===== config.mk =====
export PLATFORM = sky130hd
export DESIGN_NAME = ps2_scan_decoder_flat
export DESIGN_NICKNAME = d
export VERILOG_FILES = /design/src/rtl/ps2_scan_decoder_if.sv /design/src/rtl/ps2_scan_decoder.sv /design/src/flat_wrapper.sv
export SDC_FILE = /design/constraint.sdc
export NUM_CORES = 1
export LEC_CHECK = 0
export CORE_MARGIN = 2
export CORE_UTILIZATION = 55
export CTS_BUF_LIST = sky130_fd_sc_hd__clkbuf_16
export DETAILED_ROUTE_END_ITERATION = 8
export GPL_ROUTABILITY_DRIVEN = 0
export PLACE_DENSITY = 0.83
export REMOVE_ABC_BUFFERS = 1
export SLEW_MARGIN = 20
export SYNTH_ARGS = -nofsm -noshare
export SYNTH_HDL_FRONTEND = slang
export SYNTH_SLANG_ARGS = --single-unit

===== constraint.sdc =====
create_clock -name CLK -period 3.74 [get_ports CLK]
set_input_delay 0.748 -clock CLK [delete_from_list [all_inputs] [get_ports CLK]]
set_output_delay 0.748 -clock CLK [all_outputs]
set_load 0.005 [all_outputs]

===== src/rtl/ps2_scan_decoder_if.sv =====
// Byte-in / event-out bundle between the PS/2 receiver side and the
// scan-code decoder. The receiver/consumer side is the master; the
// decoder is the slave.
interface ps2_scan_decoder_if;
    logic       CODE_VALID;
    logic [7:0] CODE;
    logic       CODE_ERR;
    logic       EVT_VALID;
    logic [9:0] EVT_DATA;
    logic       EVT_READ;
    logic [4:0] KEY_HELD;
    logic       KB_OK;
    logic       KB_ERR;
    logic       OVERFLOW;

    modport master (
        output CODE_VALID, CODE, CODE_ERR, EVT_READ,
        input  EVT_VALID, EVT_DATA, KEY_HELD, KB_OK, KB_ERR, OVERFLOW
    );

    modport slave (
        input  CODE_VALID, CODE, CODE_ERR, EVT_READ,
        output EVT_VALID, EVT_DATA, KEY_HELD, KB_OK, KB_ERR, OVERFLOW
    );
endinterface


===== src/rtl/ps2_scan_decoder.sv =====
// PS/2 set-2 scan-code decoder: folds E0/F0 prefixes into key events
// {EXT, REL, KEYCODE}, queues them in a small FIFO, tracks held state of
// the arrow keys and '1', and latches the keyboard self-test result.
module ps2_scan_decoder #(
    parameter int FIFO_DEPTH     = 4,
    parameter int PREFIX_TIMEOUT = 2500000
) (
    input logic                CLK,
    input logic                RESET,
    ps2_scan_decoder_if.slave  bus
);
    localparam int AW = $clog2(FIFO_DEPTH);
    localparam int CW = AW + 1;
    localparam int TW = (PREFIX_TIMEOUT > 2) ? $clog2(PREFIX_TIMEOUT) : 1;
    localparam logic [TW-1:0] TMO_LAST = TW'(PREFIX_TIMEOUT - 1);
    localparam logic [CW-1:0] FIFO_FULL = CW'(FIFO_DEPTH);

    // Held-key table, bit order {one, right, left, down, up}
    localparam logic [7:0] KEY_CODES [5] = '{8'h75, 8'h72, 8'h6B, 8'h74, 8'h16};
    localparam logic [4:0] KEY_EXT       = 5'b01111;

    typedef enum logic [1:0] {IDLE, EXT, BRK, EXT_BRK} state_t;

    state_t         state_reg, state_next;
    logic [TW-1:0]  tmo_reg;
    logic           evt_gen, evt_ext, evt_rel;
    logic           set_ok, set_err;
    logic [9:0]     mem [FIFO_DEPTH];
    logic [AW-1:0]  wr_ptr_reg, rd_ptr_reg;
    logic [CW-1:0]  count_reg;
    logic           do_push, do_pop, fifo_full;
    logic [4:0]     key_hit, held_reg, held_next;
    logic           kb_ok_reg, kb_err_reg, overflow_reg;

    // Prefix FSM next state and event decode; only valid bytes advance it
    always_comb begin
        state_next = state_reg;
        evt_gen    = 1'b0;
        evt_ext    = 1'b0;
        evt_rel    = 1'b0;
        set_ok     = 1'b0;
        set_err    = 1'b0;
        if (bus.CODE_VALID) begin
            if (bus.CODE_ERR) begin
                state_next = IDLE;
            end else begin
                unique case (state_reg)
                    IDLE: begin
                        case (bus.CODE)
                            8'hE0: state_next = EXT;
                            8'hF0: state_next = BRK;
                            8'hAA: set_ok = 1'b1;
                            8'hFC: set_err = 1'b1;
                            8'hE1, 8'h00: ;
                            default: evt_gen = 1'b1;
                        endcase
                    end
                    EXT: begin
                        case (bus.CODE)
                            8'hF0: state_next = EXT_BRK;
                            8'hE0: state_next = EXT;
                            default: begin
                                evt_gen    = 1'b1;
                                evt_ext    = 1'b1;
                                state_next = IDLE;
                            end
                        endcase
                    end
                    BRK: begin
                        state_next = IDLE;
                        if (bus.CODE != 8'hE0 && bus.CODE != 8'hF0) begin
                            evt_gen = 1'b1;
                            evt_rel = 1'b1;
                        end
                    end
                    EXT_BRK: begin
                        state_next = IDLE;
                        if (bus.CODE != 8'hE0 && bus.CODE != 8'hF0) begin
                            evt_gen = 1'b1;
                            evt_ext = 1'b1;
                            evt_rel = 1'b1;
                        end
                    end
                endcase
            end
        end else if (state_reg != IDLE && tmo_reg == TMO_LAST) begin
            // A stalled prefix is abandoned; a byte in this cycle would have won
            state_next = IDLE;
        end
    end

    // FSM state register and prefix timeout counter
    always_ff @(posedge CLK) begin
        if (RESET) begin
            state_reg <= IDLE;
            tmo_reg   <= '0;
        end else begin
            state_reg <= state_next;
            if (bus.CODE_VALID || state_reg == IDLE)
                tmo_reg <= '0;
            else
                tmo_reg <= tmo_reg + 1'b1;
        end
    end

    // Per-key hit detection; extended-ness must match so keypad codes are ignored
    for (genvar gi = 0; gi < 5; gi++) begin : g_keys
        assign key_hit[gi]   = evt_gen && (bus.CODE == KEY_CODES[gi]) && (evt_ext == KEY_EXT[gi]);
        assign held_next[gi] = key_hit[gi] ? ~evt_rel : held_reg[gi];
    end

    // Held-key state and sticky status flags
    always_ff @(posedge CLK) begin
        if (RESET) begin
            held_reg     <= '0;
            kb_ok_reg    <= 1'b0;
            kb_err_reg   <= 1'b0;
            overflow_reg <= 1'b0;
        end else begin
            held_reg <= held_next;
            if (set_ok) begin
                kb_ok_reg  <= 1'b1;
                kb_err_reg <= 1'b0;
            end else if (set_err) begin
                kb_err_reg <= 1'b1;
                kb_ok_reg  <= 1'b0;
            end
            if (evt_gen && fifo_full && !do_pop)
                overflow_reg <= 1'b1;
        end
    end

    // A pop frees a slot in the same cycle, so a full FIFO still accepts a push
    assign fifo_full = (count_reg == FIFO_FULL);
    assign do_pop    = bus.EVT_READ && (count_reg != '0);
    assign do_push   = evt_gen && (!fifo_full || do_pop);

    // Event storage; no reset needed since the head is masked while empty
    always_ff @(posedge CLK) begin
        if (do_push)
            mem[wr_ptr_reg] <= {evt_ext, evt_rel, bus.CODE};
    end

    // FIFO pointers and occupancy
    always_ff @(posedge CLK) begin
        if (RESET) begin
            wr_ptr_reg <= '0;
            rd_ptr_reg <= '0;
            count_reg  <= '0;
        end else begin
            if (do_push) wr_ptr_reg <= wr_ptr_reg + 1'b1;
            if (do_pop)  rd_ptr_reg <= rd_ptr_reg + 1'b1;
            case ({do_push, do_pop})
                2'b10:   count_reg <= count_reg + 1'b1;
                2'b01:   count_reg <= count_reg - 1'b1;
                default: count_reg <= count_reg;
            endcase
        end
    end

    assign bus.EVT_VALID = (count_reg != '0);
    assign bus.EVT_DATA  = (count_reg != '0) ? mem[rd_ptr_reg] : 10'h000;
    assign bus.KEY_HELD  = held_reg;
    assign bus.KB_OK     = kb_ok_reg;
    assign bus.KB_ERR    = kb_err_reg;
    assign bus.OVERFLOW  = overflow_reg;
endmodule


===== src/flat_wrapper.sv =====
// flat-port wrapper written by rule: the top's interface ports become plain ports
module ps2_scan_decoder_flat 
#(
    parameter int FIFO_DEPTH     = 4,
    parameter int PREFIX_TIMEOUT = 2500000
)
  (CLK, RESET, bus_CODE_VALID, bus_CODE, bus_CODE_ERR, bus_EVT_READ, bus_EVT_VALID, bus_EVT_DATA, bus_KEY_HELD, bus_KB_OK, bus_KB_ERR, bus_OVERFLOW);
  ps2_scan_decoder_if bus_i ();
  input logic CLK;
  input logic RESET;
  input wire logic [$bits(bus_i.CODE_VALID)-1:0] bus_CODE_VALID;
  input wire logic [$bits(bus_i.CODE)-1:0] bus_CODE;
  input wire logic [$bits(bus_i.CODE_ERR)-1:0] bus_CODE_ERR;
  input wire logic [$bits(bus_i.EVT_READ)-1:0] bus_EVT_READ;
  output wire logic [$bits(bus_i.EVT_VALID)-1:0] bus_EVT_VALID;
  output wire logic [$bits(bus_i.EVT_DATA)-1:0] bus_EVT_DATA;
  output wire logic [$bits(bus_i.KEY_HELD)-1:0] bus_KEY_HELD;
  output wire logic [$bits(bus_i.KB_OK)-1:0] bus_KB_OK;
  output wire logic [$bits(bus_i.KB_ERR)-1:0] bus_KB_ERR;
  output wire logic [$bits(bus_i.OVERFLOW)-1:0] bus_OVERFLOW;
  assign bus_i.CODE_VALID = bus_CODE_VALID;
  assign bus_i.CODE = bus_CODE;
  assign bus_i.CODE_ERR = bus_CODE_ERR;
  assign bus_i.EVT_READ = bus_EVT_READ;
  assign bus_EVT_VALID = bus_i.EVT_VALID;
  assign bus_EVT_DATA = bus_i.EVT_DATA;
  assign bus_KEY_HELD = bus_i.KEY_HELD;
  assign bus_KB_OK = bus_i.KB_OK;
  assign bus_KB_ERR = bus_i.KB_ERR;
  assign bus_OVERFLOW = bus_i.OVERFLOW;
  ps2_scan_decoder #(.FIFO_DEPTH(FIFO_DEPTH), .PREFIX_TIMEOUT(PREFIX_TIMEOUT)) u_core (.CLK(CLK), .RESET(RESET), .bus(bus_i));
endmodule

==> qor.yml, run 1 <==
outcome: "complete, no violations"
peakVddDrop_mv: 0.393
via_count: 2515
worst_slack_ns: 0.200
routedWlPerCell_um: 17.4
rr_startpoint: "u_core.count_reg[0]"
wl_met2_um: 3770
min_path_cells: 1
maxUsedRoutingLayer: "met4"
slowest_delay_ns: 0.58
yosysTopAreaCell: "edfxtp_1"
fp.dieH_um: 84.9
layout-drive-gt1-share_pct: 13.3
clock-sinks: 81
drtPass1Iterations: 4
cp-startpoint: "bus_CODE[2]"
synth_edf_count: 40
core-area_um2: 6350
met3RoutedLength_um: 427
setup_viol: 0
tns_ns: 0
yosysSeqAreaShare_pct: 56.2
crit_type: "input pin to flop"
postCtsSetupRepairBufs: 0
worstReg2RegEnd: "u_core.count_reg[2]"
hpwl_um: 5050
insertion_delay_ns: 0.34
crit_fanout: 10
diodes: 0
dpl_cell_area_um2: 4030
ios: 32
p_leak_uw: 0.00147
grt-ovfl-total: 0
critPathRequiredTime_ns: 4.00
dp_slack_ns: 0.0715
crit_chain: "clkdlybuf4s50_1 > nor4bb_1 > and2_1 > o211ai_1 > nand3_1 > ha_1 > inv_1 > fa_1 > xor2_1 > or3_1 > a21oi_1"
power_density_nw_per_um2: 546
num_rows: 29
port_buffers: 31
cpMaxStageDelayCell: "clkdlybuf4s50_1"
min_from: "u_core.tmo_reg[0]"
cts-resized-gates: 0
arrival_ns: 3.80
path_buf_inv: 2
grt_pass1_vias: 2377
end_kind: "flop"
ys_warn_count: 0
fin_nets: 369
routed_wl_um: 7500
grt_pass1_wl_um: 12300
cts_hold_buf: 0
die_w_um: 84.9
ys_ff_latch: 81
drt-vias-per-instance: 5.84
worst_slew_pin_slew_ns: 0.764
yosys.cell_count.top_type: "nor2_1"
post-route-period-util_pct: 94.7
start_kind: "input pin"
dieArea_um2: 7200
grt_usage_pct: 22.6
netlist_top_cells_count: "nor2_1 (45), dfxtp_1 (41), edfxtp_1 (40), inv_1 (17), and2_1 (14)"
async_reset_ff_share_pct: 0
fin_crit_ns: 3.54
fmax_mhz: 282
clock_path_buffers: 2
antenna_found_initial: 0
start_util_pct: 56.6
htree_levels: 3
routedLengthMet1_um: 3130
syn_area_um2: 3600
cts_buffers: 9
synth.area.top_cells: "edfxtp_1 (33%), dfxtp_1 (23%), mux4_2 (6.3%)"
largest_reg_flops: 40
hold_viol: 0
drtAntennaViolNets: 0
syn2layout_area_growth_pct: 21.0
hp-class: "flop to flop"
holdPathEnd: "u_core.tmo_reg[0]"
grt_max_degree: 23
design_area_um2: 4350
rr_worst_depth: 9
cts-root-buf: "clkbuf_16"
ff2ff_setup_slack_ns: 1.26
ys.flop_type: "dfxtp_1"
final_max_slew_viol_count: 0
cts_tree: "built"
drc_errors: 0
rsz0062_at_grt: "no"
avgSynthCellArea_um2: 11.7
first_iter_violations: 284
path_clk_slew_ns: 0.06
maxCapViolations: 0
fin_cells: 431
holdWs_ns: 0.467
dp.cells: 415
worst_path_dominant_cell_family: "simple AND/OR/NAND/NOR gates"
maxSlewHeadroom_pct: 49.1
yosysTopAreaCellShare_pct: 33.4
synthDistinctLibCells: 48
post_synth_inst_count: 307
fin_skew_ns: 0.00587
==> power by group <==
group / switching [µW] / total, µW / internal [µW]
clock network: 340 / 922 / 583
logic: 169 / 430 / 261
registers: 56.2 / 1020 / 968
==> per-stage QoR <==
| step | util, % | power (µW) |
|---|---|---|
| after floorplan | - | 1260 |
| after global placement | 63.5 | 1460 |
| after CTS | 68.5 | 2400 |
| after global routing | 68.5 | 2480 |
| after detailed placement | 63.5 | 1480 |
| final | 68.5 | 2380 |
==> cells by family (layout without fill, tap and decap cells) <==
family / count (synthesis) / in the layout / share of synthesized area [%]
buffers and inverters: 27 / 74 / 3.06
AO/OA/AOI/OAI: 19 / 19 / 3.51
flip-flops: 81 / 81 / 56.2
AND/OR/NAND/NOR: 136 / 136 / 21.5
XOR/XNOR: 22 / 22 / 5.36
multiplexers: 15 / 15 / 7.69
adder cells (fa/ha/maj): 7 / 7 / 2.64
==> worst reg2reg max path: stages (launching register included) <==
cell	delay, ns
dfxtp_1	0.35
nor4b_1	0.51
nor2b_1	0.12
nand3_1	0.14
ha_1	0.19
inv_1	0.06
fa_1	0.37
xor2_1	0.16
or3_1	0.32
a21oi_1	0.18
==> final cells by class <==
type                            count  area, µm²
Fill cell                         434       2000
Sequential cell                    81       2020
Tap cell                           77       96.3
Multi-Input combinational cell    199       1460
Inverter                           17       63.8
Clock buffer                        9        225
Clock inverter                      7       95.1
Timing Repair Buffer               41        385
==> worst max path at each step <==
stage	end	cells after the start
global placement	u_core.count_reg[2]	11
detailed placement	u_core.count_reg[2]	11
finish	u_core.count_reg[2]	11
floorplan	u_core.count_reg[2]	10
CTS	u_core.count_reg[2]	11
global route	u_core.count_reg[2]	11
==> layer usage <==
layer / GRT usage [%] / vias up
met5: 0 / -
met4: 10.7 / 0
met3: 5.25 / 18
met2: 37.5 / 99
met1: 28.3 / 1212
li1: - / 1186
==> placed cells by master (no fill, tap or decap), types with 3 or more instances in the layout <==
master / n
nor2_1: 45
dfxtp_1: 41
edfxtp_1: 40
clkdlybuf4s50_1: 31
inv_1: 17
and2_1: 14
nand2_1: 12
xnor2_1: 12
nand3_1: 11
mux4_2: 10
xor2_1: 10
buf_4: 10
clkbuf_16: 9
nor3_1: 8
nand4_1: 7
or3_1: 6
a21oi_1: 6
ha_1: 6
nor3b_1: 5
mux2i_1: 4
nand2b_1: 3
a41oi_1: 3
nor4_1: 3
o21ai_0: 3
(Power assumes the default switching activity.)
==> run 2: changes to the inputs <==
Clock period 3.74 ns to 3.9 ns, I/O delays scaled along.
==> run 2 against run 1 <==
Effect of this change:
- worst hold slack worse by 0.0044 ns
- count of clock-buffer cells in the layout unchanged
- combinational power decreased by 4.7%
- wire length fell by 8.7%
==> qor.yml, run 2 (synthesized netlist as in run 1, its figures left out) <==
end_kind: "flop"
syn2layout_area_growth_pct: 20.1
htree_levels: 3  # unchanged
dp_slack_ns: 0.230  # +0.158 ns
fin_nets: 367  # -0.54%
hpwl_um: 4770  # -5.4%
cts-root-buf: "clkbuf_16"
routed_wl_um: 6850  # -8.7%
worst_path_dominant_cell_family: "simple AND/OR/NAND/NOR gates"
grt_usage_pct: 20.8  # -1.8 points
worst_slack_ns: 0.500  # +0.301 ns
p_leak_uw: 0.00144  # -1.5%
routedWlPerCell_um: 16.0  # -8.3%
power_density_nw_per_um2: 516  # -5.6%
ff2ff_setup_slack_ns: 1.56  # +0.30 ns
worstReg2RegEnd: "u_core.count_reg[2]"
clock_path_buffers: 2  # unchanged
cts-resized-gates: 0  # unchanged
via_count: 2368  # -5.8%
path_buf_inv: 2  # unchanged
drtPass1Iterations: 4  # unchanged
rsz0062_at_grt: "no"
path_clk_slew_ns: 0.06  # about the same
p_clk_share_pct: 37.7  # -1.1 points
largest_reg_flops: 40  # unchanged
rr_worst_depth: 9  # unchanged
outcome: "complete, no violations"
fin_crit_ns: 3.40
die_w_um: 84.9  # unchanged
crit_chain: "clkdlybuf4s50_1 > nor4bb_1 > and2_1 > o211ai_1 > nand3_1 > ha_1 > inv_1 > fa_1 > xor2_1 > or3_1 > a21oi_1"
power_frac_comb_pct: 18.4  # +0.3 points
post-route-period-util_pct: 87.2
min_from: "u_core.tmo_reg[0]"
min_path_cells: 1  # unchanged
start_util_pct: 56.6  # unchanged
maxCapViolations: 0  # unchanged
diodes: 0  # unchanged
grt_pass1_wl_um: 11400  # -6.6%
start_kind: "input pin"
ios: 32  # unchanged
final_max_slew_viol_count: 0  # unchanged
hp-class: "flop to flop"
antenna_found_initial: 0  # unchanged
grt_max_degree: 23  # unchanged
cts_tree: "built"
cts_hold_buf: 0  # unchanged
grt_pass1_vias: 2341  # -1.5%
clock-sinks: 81  # unchanged
fin_skew_ns: 0.00484  # -0.00103 ns
critPathRequiredTime_ns: 4.16  # +0.16 ns
cts_buffers: 9  # unchanged
worst_slew_pin_slew_ns: 0.743  # -0.0209 ns
num-fill-cells: 470  # +8.3%
crit_type: "input pin to flop"
slowest_delay_ns: 0.67  # +0.09 ns
drt-vias-per-instance: 5.52  # -5.4%
core-area_um2: 6350  # unchanged
peakVddDrop_mv: 0.427  # +8.8%
tns_ns: 0  # unchanged
arrival_ns: 3.66  # -0.14 ns
final_cell_mix: "nor2_1 (45), dfxtp_1 (41), edfxtp_1 (40), clkdlybuf4s50_1 (31), inv_1 (17)"
fp.dieH_um: 84.9  # unchanged
hold_viol: 0  # unchanged
fmax_mhz: 294
drtAntennaViolNets: 0  # unchanged
cpMaxStageDelayCell: "clkdlybuf4s50_1"
postCtsSetupRepairBufs: 0  # unchanged
layout_commonest_cell: "nor2_1"
p_sw_uw: 549  # -2.8%
dieArea_um2: 7200  # unchanged
rr_startpoint: "u_core.count_reg[0]"
insertion_delay_ns: 0.33  # about the same
p_total_uw: 2230  # -6.3%
layout-drive-gt1-share_pct: 12.8  # -0.49 points
crit_fanout: 11  # +1
swShare_pct: 24.7  # +0.89 points
holdPathEnd: "u_core.tmo_reg[0]"
pwr-share-seq_pct: 43.9  # +0.8 points
setup_viol: 0  # unchanged
maxSlewHeadroom_pct: 50.5  # +1.4 points
num_rows: 29  # unchanged
first_iter_violations: 179  # -37%
port_buffers: 31  # unchanged
internal-power_uw: 1680  # -7.4%
drc_errors: 0  # unchanged
grt-ovfl-total: 0  # unchanged
[run 2: cell types whose count changed in the layout (fill, tap and decap cells not counted)]
cell and change:
inv_6 +2, clkinv_2 -1, bufinv_16 -1, buf_4 -2, clkinvlp_4 +2, clkinv_4 -1, clkinvlp_2 -1
[run 2: worst max path at each step]
stage,startpoint,endpoint,slack [ns],cells after the start
after floorplan,bus_CODE[5],u_core.count_reg[2],0.95,10
after global placement,bus_CODE[5],u_core.count_reg[2],0.37,11
after detailed placement,bus_CODE[5],u_core.count_reg[2],0.23,11
after CTS,bus_CODE[5],u_core.count_reg[2],0.57,11
after global routing,bus_CODE[5],u_core.count_reg[2],0.37,11
final,bus_CODE[5],u_core.count_reg[2],0.50,11
[run 2: worst register-to-register path: stages, from the launching register on]
cell and delay, ns:
dfxtp_1 0.34, nor4b_1 0.46, nor2b_1 0.09, nand3_1 0.13, ha_1 0.20, inv_1 0.06, fa_1 0.37, xor2_1 0.16
or3_1 0.30, a21oi_1 0.15
[run 2: per-layer routing]
| layer | up-vias | wire length, µm | track usage, % | part of all wire (%) |
|---|---|---|---|---|
| met5 | - | 0 | 0 | 0 |
| met4 | 0 | 171 | 11.1 | 2.5 |
| met3 | 13 | 254 | 3.50 | 3.7 |
| met2 | 52 | 3310 | 33.9 | 48 |
| met1 | 1121 | 3110 | 26.9 | 45 |
| li1 | 1182 | - | - | - |
[run 2: final cells by class]
type,instances,area [µm²],area share [%]
clock buffers,9,225,5.21
flip-flops and latches,81,2020,46.8
inverters,17,63.8,1.48
clock inverters,7,78.8,1.82
repair buffers,39,370,8.57
well taps,77,96.3,2.23
multi-input cells,199,1460,33.9
[run 2: power groups by stage]
stage               Combinational [µW]  Clock, µW  Sequential, µW
detailed placement                 413          0            1000
global route                       452        890             988
CTS                                414        855             982
global placement                   403          0             998
finish                             410        840             978
floorplan                          220          0             985
[run 2: through the flow]
| step | cells | hold WS [ns] | utilization (%) | area [µm²] |
|---|---|---|---|---|
| floorplan | 297 | 0.430 | - | 3550 |
| global placement | 413 | 0.444 | 63.3 | 4020 |
| detailed placement | 413 | 0.460 | 63.3 | 4020 |
| finish | 429 | 0.463 | 68.0 | 4320 |
| global route | 429 | 0.495 | 68.0 | 4320 |
| CTS | 429 | 0.474 | 68.0 | 4320 |
